<file path="config.mk">
export PLATFORM = sky130hd
export DESIGN_NAME = dac_driver
export DESIGN_NICKNAME = d
export VERILOG_FILES = /design/src/rtl/dac_driver_pkg.sv /design/src/rtl/dac_clk_div.sv /design/src/rtl/dac_driver.sv
export SDC_FILE = /design/constraint.sdc
export NUM_CORES = 1
export LEC_CHECK = 0
export BUFFER_PORTS_ARGS = -buffer_cell sky130_fd_sc_hd__buf_4
export CAP_MARGIN = 20
export CORE_AREA = 2 2 66 68
export CTS_CLUSTER_DIAMETER = 150
export DETAILED_ROUTE_END_ITERATION = 10
export DIE_AREA = 0 0 68 70
export HOLD_SLACK_MARGIN = 0.1
export PLACE_DENSITY = 0.81
export SYNTH_ARGS = -nofsm -noshare
export SYNTH_HDL_FRONTEND = slang
export SYNTH_HIERARCHICAL = 1
export SYNTH_SLANG_ARGS = --single-unit
</file>
<file path="constraint.sdc">
create_clock -name clk -period 2.6 [get_ports clk]
set_clock_uncertainty 0.1 [all_clocks]
set_input_delay 0 -clock clk [delete_from_list [all_inputs] [get_ports clk]]
set_output_delay 0 -clock clk [all_outputs]
set_load 0.02 [all_outputs]
</file>
<file path="src/rtl/dac_driver_pkg.sv">
// rtl/dac_driver_pkg.sv - shared types and constants for the serial DAC driver
package dac_driver_pkg;
  localparam int DAC_DATA_W = 16;
  localparam logic [3:0] BIT_LAST = 4'd15;

  typedef enum logic [1:0] {
    IDLE,
    SETUP,
    SHIFT,
    GAP
  } state_t;
endpackage

</file>
<file path="src/rtl/dac_clk_div.sv">
// rtl/dac_clk_div.sv - half-period tick generator, one tick every CLK_DIV clk cycles
module dac_clk_div #(
  parameter int CLK_DIV = 2
) (
  input  logic clk,
  input  logic rst,
  input  logic clear,
  output logic tick
);
  logic [7:0] cnt;

  assign tick = (cnt == 8'(CLK_DIV - 1));

  always_ff @(posedge clk) begin
    if (rst || clear) begin
      cnt <= 8'd0;
    end else if (tick) begin
      cnt <= 8'd0;
    end else begin
      cnt <= cnt + 8'd1;
    end
  end
endmodule

</file>
<file path="src/rtl/dac_driver.sv">
// rtl/dac_driver.sv - 16-bit SPI-style DAC frame driver; DAC_DRIVER_LDAC_EN adds an LDAC pulse output
module dac_driver
  import dac_driver_pkg::*;
#(
  parameter int CLK_DIV    = 2,
  parameter int GAP_CYCLES = 4
) (
  input  logic                  clk,
  input  logic                  rst,
  input  logic [DAC_DATA_W-1:0] din,
  input  logic                  din_valid,
  output logic                  din_ready,
  output logic                  CS,
  output logic                  SCLK,
  output logic                  SDI,
  output logic                  busy
`ifdef DAC_DRIVER_LDAC_EN
  ,
  output logic                  LDAC
`endif
);
  state_t                state, state_n;
  logic [DAC_DATA_W-1:0] shreg, shreg_n;
  logic [3:0]            bit_cnt, bit_cnt_n;
  logic [7:0]            gap_cnt, gap_cnt_n;
  logic                  cs_nx, sclk_nx;
  logic                  start, tick;

  dac_clk_div #(.CLK_DIV(CLK_DIV)) u_clk_div (
    .clk   (clk),
    .rst   (rst),
    .clear (start),
    .tick  (tick)
  );

  // SDI is the shift register MSB, so it moves only on load (CS fall) or on a rising SCLK
  assign SDI = shreg[DAC_DATA_W-1];

  always_comb begin
    state_n   = state;
    shreg_n   = shreg;
    bit_cnt_n = bit_cnt;
    gap_cnt_n = gap_cnt;
    cs_nx     = CS;
    sclk_nx   = SCLK;
    start     = 1'b0;
    case (state)
      IDLE: begin
        if (din_valid && din_ready) begin
          start     = 1'b1;
          state_n   = SETUP;
          shreg_n   = din;
          bit_cnt_n = 4'd0;
          cs_nx     = 1'b0;
        end
      end
      SETUP: begin
        if (tick) begin
          sclk_nx = 1'b0;
          state_n = SHIFT;
        end
      end
      SHIFT: begin
        if (tick) begin
          if (SCLK) begin
            sclk_nx = 1'b0;
          end else if (bit_cnt == BIT_LAST) begin
            sclk_nx   = 1'b1;
            cs_nx     = 1'b1;
            gap_cnt_n = 8'd0;
            state_n   = GAP;
          end else begin
            sclk_nx   = 1'b1;
            bit_cnt_n = bit_cnt + 4'd1;
            shreg_n   = {shreg[DAC_DATA_W-2:0], 1'b0};
          end
        end
      end
      GAP: begin
        if (gap_cnt == 8'(GAP_CYCLES - 1)) begin
          state_n = IDLE;
        end else begin
          gap_cnt_n = gap_cnt + 8'd1;
        end
      end
      default: state_n = IDLE;
    endcase
  end

  always_ff @(posedge clk) begin
    if (rst) begin
      state     <= IDLE;
      shreg     <= '0;
      bit_cnt   <= 4'd0;
      gap_cnt   <= 8'd0;
      CS        <= 1'b1;
      SCLK      <= 1'b1;
      busy      <= 1'b0;
      din_ready <= 1'b0;
    end else begin
      state     <= state_n;
      shreg     <= shreg_n;
      bit_cnt   <= bit_cnt_n;
      gap_cnt   <= gap_cnt_n;
      CS        <= cs_nx;
      SCLK      <= sclk_nx;
      busy      <= (state_n != IDLE);
      din_ready <= (state_n == IDLE);
    end
  end

`ifdef DAC_DRIVER_LDAC_EN
  // the LDAC pulse must finish inside the gap
  if (GAP_CYCLES < CLK_DIV + 1) begin : g_ldac_chk
    $error("dac_driver: GAP_CYCLES must be >= CLK_DIV+1 when LDAC is enabled");
  end

  // gap_cnt 0 is the CS-rise cycle; LDAC is low for gap counts 1..CLK_DIV
  always_ff @(posedge clk) begin
    if (rst) begin
      LDAC <= 1'b1;
    end else begin
      LDAC <= !((state_n == GAP) && (gap_cnt_n >= 8'd1) && (gap_cnt_n <= 8'(CLK_DIV)));
    end
  end
`endif
endmodule

</file>
==> impl_summary.md <==
Setup path
STA classifies the critical path startpoint as a flip-flop. For the worst flop-to-flop path, the logic depth is 9. The reg2reg setup slack is 0.22 ns. The critical path in this run is classified as flip-flop to flip-flop. The reg-to-reg critical path endpoint is gap_cnt[4]$_SDFFE_PP0P_.

For the worst setup path, the data required time is 2.73 ns. The worst register-to-register path begins at u_clk_div/cnt[1]$_SDFF_PP0_. The maximum fanout count along the critical path is 7. Data arrives at the worst endpoint at 2.52 ns. The worst setup path is captured at a flip-flop.

The critical path startpoint is u_clk_div/cnt[1]$_SDFF_PP0_.

Synth
For this run, the register share of the synthesized area comes to 41.0%. The share of the synthesized area in compound gates (AO/OA/AOI/OAI) is 21.2%. In this run, synthesis produced a sequential element count of 42. The synthesized instance count is 223. The dominant combinational cell family by area after synthesis is compound AO/OA/AOI/OAI gates. Of the total synthesized cell area, the portion taken by AND, OR, NAND and NOR gates is 20.4%. Synthesis produced a netlist with a net count of 246. Summing the areas of all fa, ha and maj instances in the mapped netlist gives 2.44% of the synthesized area. The average instance area after synthesis is 9.20 sq um.

The synthesized netlist contains 45 unique library cells. The Yosys step of the flow raised 6 warnings. The mapped cell area is 2050 sq um. The share of the synthesized netlist area taken by xor and xnor gates is 1.71%.

The fraction of synthesized area in multiplexers is 8.78%.

Run
The count of max-cap constraint violations is 0.

Timing
The total negative slack for setup checks is 0 ns. The final cycle utilization of the critical path is 91.6%. The count of final setup violators is 0. The final hold violation count was 0. The routed design could run at a clock period as short as 2.38 ns. The worst path meets setup with 0.218 ns of slack. The max-slew violation count is 0.

At the pin with the least slew margin, the transition time is 0.488 ns. Setup repair after global routing left no endpoint under its margin. The relative slew slack is 67.3%. The maximum achievable frequency is 420 MHz.

Global routing
Entering global routing, the biggest net connects 33 pins. The number of global-route vias before repair is 1647. Global routing used 18.7% of the available tracks. The wire length of the first global-routing pass is 6870 microns. The number of antenna violations at the first check in global routing was 0. The overflow left after global routing is 0.

Clocking
TritonCTS built the clock tree. The post-CTS clock slew at the launch and capture registers of the worst setup and hold paths is 0.08 ns. Counting the buffers created by CTS gives 5.

The maximum buffer depth of the clock tree is 2. CTS saw 42 sinks. Clock tree synthesis selected as its root buffer the cell sky130_fd_sc_hd__clkbuf_8.

The H-tree depth is 2. The clock network latency to the later pin of the worst-skew pair is 0.29 ns. The post-CTS setup buffer count is 0.

Run status
The flow ran to the end, and the final reports show no timing, DRC or antenna violations.

Drt
The first detailed-routing pass ran for 4 iterations. In the final routed layout, each cell accounts on average for 13.1 microns. The count of antenna-violating nets left after detailed routing is 0.

In the routed design, unresolved DRC markers number 0. Across all layers, the routed design uses 1766 vias. In the routed layout, each cell is associated on average with a via count of 5.48. The detailed router finished its first iteration with 112 violations. The post-detailed-routing wire length is 4220 microns.

Layout
The layout cell share with drive strength beyond 1 is 21.9%. Relative to the synthesized area, the layout overhead comes to 28.3%. 0 antenna diodes ended up in the layout. The final layout contains 292 nets. Once layout is complete, the utilization of the core stands at 63.5%.

Min path
The start point of the worst min-delay path is CS$_SDFFE_PP1P_. The worst hold path terminates at CS$_SDFFE_PP1P_. Counting instances, the worst hold path has a depth of 2.

The type of the tightest min-delay check is flip-flop to flip-flop.

Place
The final weighted congestion of routability-driven global placement is 0.849. Prior to clock tree synthesis, the placed netlist has a worst setup slack of 0.00626 ns. Input and output buffers added on the ports amount to 23. The wire-length estimate of the detail-placed layout is 2780 microns.

Floorplan
The die boundary width is 68 microns. The I/O pin count is 24. The placeable core area is 4140 sq um. The overall die area is 4760 sq um. The floorplan has 24 rows. The starting density of the core is 49.5%.

The die is 70 microns tall.

Power
Total power for the finished layout comes to 1.49 mW. For this design the static power due to leakage is 1.07 nW. Dividing total power by cell area gives a power density of 565 nW/um^2. VDD sags by at most 0.240 mV.
==> registers in the layout, indices dropped and copies added (netlist names) <==
signal / flops
CS: 1
SCLK: 1
state: 2
din_ready: 1
busy: 1
shreg: 16
u_clk_div/cnt: 8
gap_cnt: 8
bit_cnt: 4
==> power by group <==
group	internal, mW	switching, mW	leakage, nW
logic	0.164	0.168	0.685
clock network	0.213	0.223	0.0472
registers	0.691	0.0279	0.342
total	1.07	0.419	1.07
==> what timing repair did <==
action / CTS / global route
endpoints found under the setup margin: 1 / 18
gates cloned: 0 / 0
resized for setup: 1 / 4
hold buffers: 19 / 0
pin swaps: 0 / 1
endpoints found under the hold margin: 24 / 0
==> worst max-delay path, cell delays in order, from the launching register on <==
cell and delay [ns]:
sky130_fd_sc_hd__dfxtp_1 0.31, sky130_fd_sc_hd__inv_1 0.05, sky130_fd_sc_hd__ha_1 0.12, sky130_fd_sc_hd__or4b_4 0.50, sky130_fd_sc_hd__nor4_4 0.20, sky130_fd_sc_hd__nor2b_1 0.20
sky130_fd_sc_hd__a21oi_1 0.18, sky130_fd_sc_hd__buf_4 0.21, sky130_fd_sc_hd__or3_1 0.33, sky130_fd_sc_hd__a21oi_1 0.14
==> cell usage after synthesis <==
cell | n | share of area [%]
sky130_fd_sc_hd__a21oi_1 | 16 | 3.9
sky130_fd_sc_hd__nand4_1 | 5 | 1.5
sky130_fd_sc_hd__ha_1 | 4 | 2.4
sky130_fd_sc_hd__o21a_1 | 3 | 1.1
sky130_fd_sc_hd__and2_1 | 1 | 0.31
sky130_fd_sc_hd__o21ai_1 | 7 | 1.7
sky130_fd_sc_hd__nand3_1 | 8 | 2.0
sky130_fd_sc_hd__xnor2_1 | 2 | 0.85
sky130_fd_sc_hd__o21ai_0 | 4 | 0.98
sky130_fd_sc_hd__or3_1 | 7 | 2.1
sky130_fd_sc_hd__dfxtp_1 | 42 | 41
sky130_fd_sc_hd__nor4_1 | 1 | 0.31
sky130_fd_sc_hd__and4bb_1 | 1 | 0.61
sky130_fd_sc_hd__o41ai_4 | 1 | 1.3
sky130_fd_sc_hd__xor2_1 | 2 | 0.85
sky130_fd_sc_hd__o31ai_1 | 4 | 1.5
sky130_fd_sc_hd__nor3_1 | 4 | 0.98
sky130_fd_sc_hd__nor2b_1 | 2 | 0.61
sky130_fd_sc_hd__or4_1 | 2 | 0.73
sky130_fd_sc_hd__mux2i_1 | 18 | 8.8
sky130_fd_sc_hd__nand2_1 | 11 | 2.0
sky130_fd_sc_hd__nor2_1 | 26 | 4.8
sky130_fd_sc_hd__nor3b_1 | 1 | 0.37
sky130_fd_sc_hd__a21o_1 | 1 | 0.37
sky130_fd_sc_hd__o41ai_1 | 1 | 0.43
sky130_fd_sc_hd__and3_1 | 3 | 0.91
sky130_fd_sc_hd__nor4bb_1 | 1 | 0.49
sky130_fd_sc_hd__or2b_1 | 1 | 0.37
sky130_fd_sc_hd__buf_4 | 3 | 1.1
sky130_fd_sc_hd__inv_2 | 1 | 0.18
sky130_fd_sc_hd__nor4b_1 | 1 | 0.43
sky130_fd_sc_hd__and4b_1 | 1 | 0.49
sky130_fd_sc_hd__inv_1 | 4 | 0.73
sky130_fd_sc_hd__buf_6 | 1 | 0.55
sky130_fd_sc_hd__o22a_1 | 1 | 0.43
sky130_fd_sc_hd__o21bai_1 | 1 | 0.37
sky130_fd_sc_hd__a41oi_1 | 1 | 0.43
sky130_fd_sc_hd__nand2b_1 | 1 | 0.31
sky130_fd_sc_hd__buf_2 | 3 | 0.73
sky130_fd_sc_hd__a211oi_1 | 6 | 2.2
sky130_fd_sc_hd__clkbuf_1 | 7 | 1.3
sky130_fd_sc_hd__a211oi_2 | 10 | 6.1
sky130_fd_sc_hd__or4b_4 | 1 | 0.67
sky130_fd_sc_hd__or3b_1 | 1 | 0.43
sky130_fd_sc_hd__a22oi_1 | 1 | 0.37
==> stage by stage <==
| stage | hold slack, ns | std cells | area, sq um |
|---|---|---|---|
| after detailed placement | 0.180 | 295 | 2320 |
| after global routing | 0.412 | 322 | 2630 |
| final | 0.382 | 322 | 2630 |
| after global placement | 0.157 | 295 | 2320 |
| after CTS | 0.384 | 322 | 2610 |
| after floorplan | -0.0232 | 223 | 2060 |
==> cell type report <==
| type | count | area [sq um] |
|---|---|---|
| fillers | 333 | 1510 |
| multi-input cells | 162 | 1150 |
| flip-flops and latches | 42 | 841 |
| repair buffers | 53 | 458 |
| clock buffers | 6 | 82.6 |
| well taps | 52 | 65.1 |
| inverters | 5 | 18.8 |
| clock inverters | 2 | 12.5 |
==> metal layers <==
layer  part of all wire, %  vias to the layer above  wire, microns  track usage, %
met3                   4.4                        7            184            4.99
met5                     0                        -              0               0
met2                    50                       39           2090            32.0
li1                      -                      902              -               -
met4                   1.5                        0             64            7.33
met1                    45                      818           1880            21.6
==> how the worst max path moves through the flow <==
stage / to / depth (start not counted)
5_1_grt: gap_cnt[6]$_SDFFE_PP0P_ / 9
3_3_place_gp: shreg[6]$_SDFFE_PP0P_ / 9
4_1_cts: shreg[3]$_SDFFE_PP0P_ / 9
2_1_floorplan: shreg[15]$_SDFFE_PP0P_ / 9
6_report: gap_cnt[4]$_SDFFE_PP0P_ / 9
3_5_place_dp: shreg[3]$_SDFFE_PP0P_ / 9
==> cell usage in the layout, fill, tap and decap left out, drive strengths merged, types with 2 or more instances in the layout <==
master,instances
dfxtp,42
xor2,2
o21ai,11
dlygate4sd3,19
a211oi,16
inv,5
clkbuf,6
buf,34
o41ai,2
nor2,26
nor3,4
and3,3
or3,7
nand3,8
nand2,11
or4,2
nand4,5
a21oi,16
mux2i,18
ha,4
o31ai,4
nor2b,2
xnor2,2
o21a,3
==> logic make-up after synthesis <==
logic type | Yosys count
compound gates | 57
xor+xnor | 4
fa+ha+maj | 4
buf+inv | 19
flops | 42
mux | 18
simple gates | 79
Note: power is estimated with default switching activity, not from simulation.
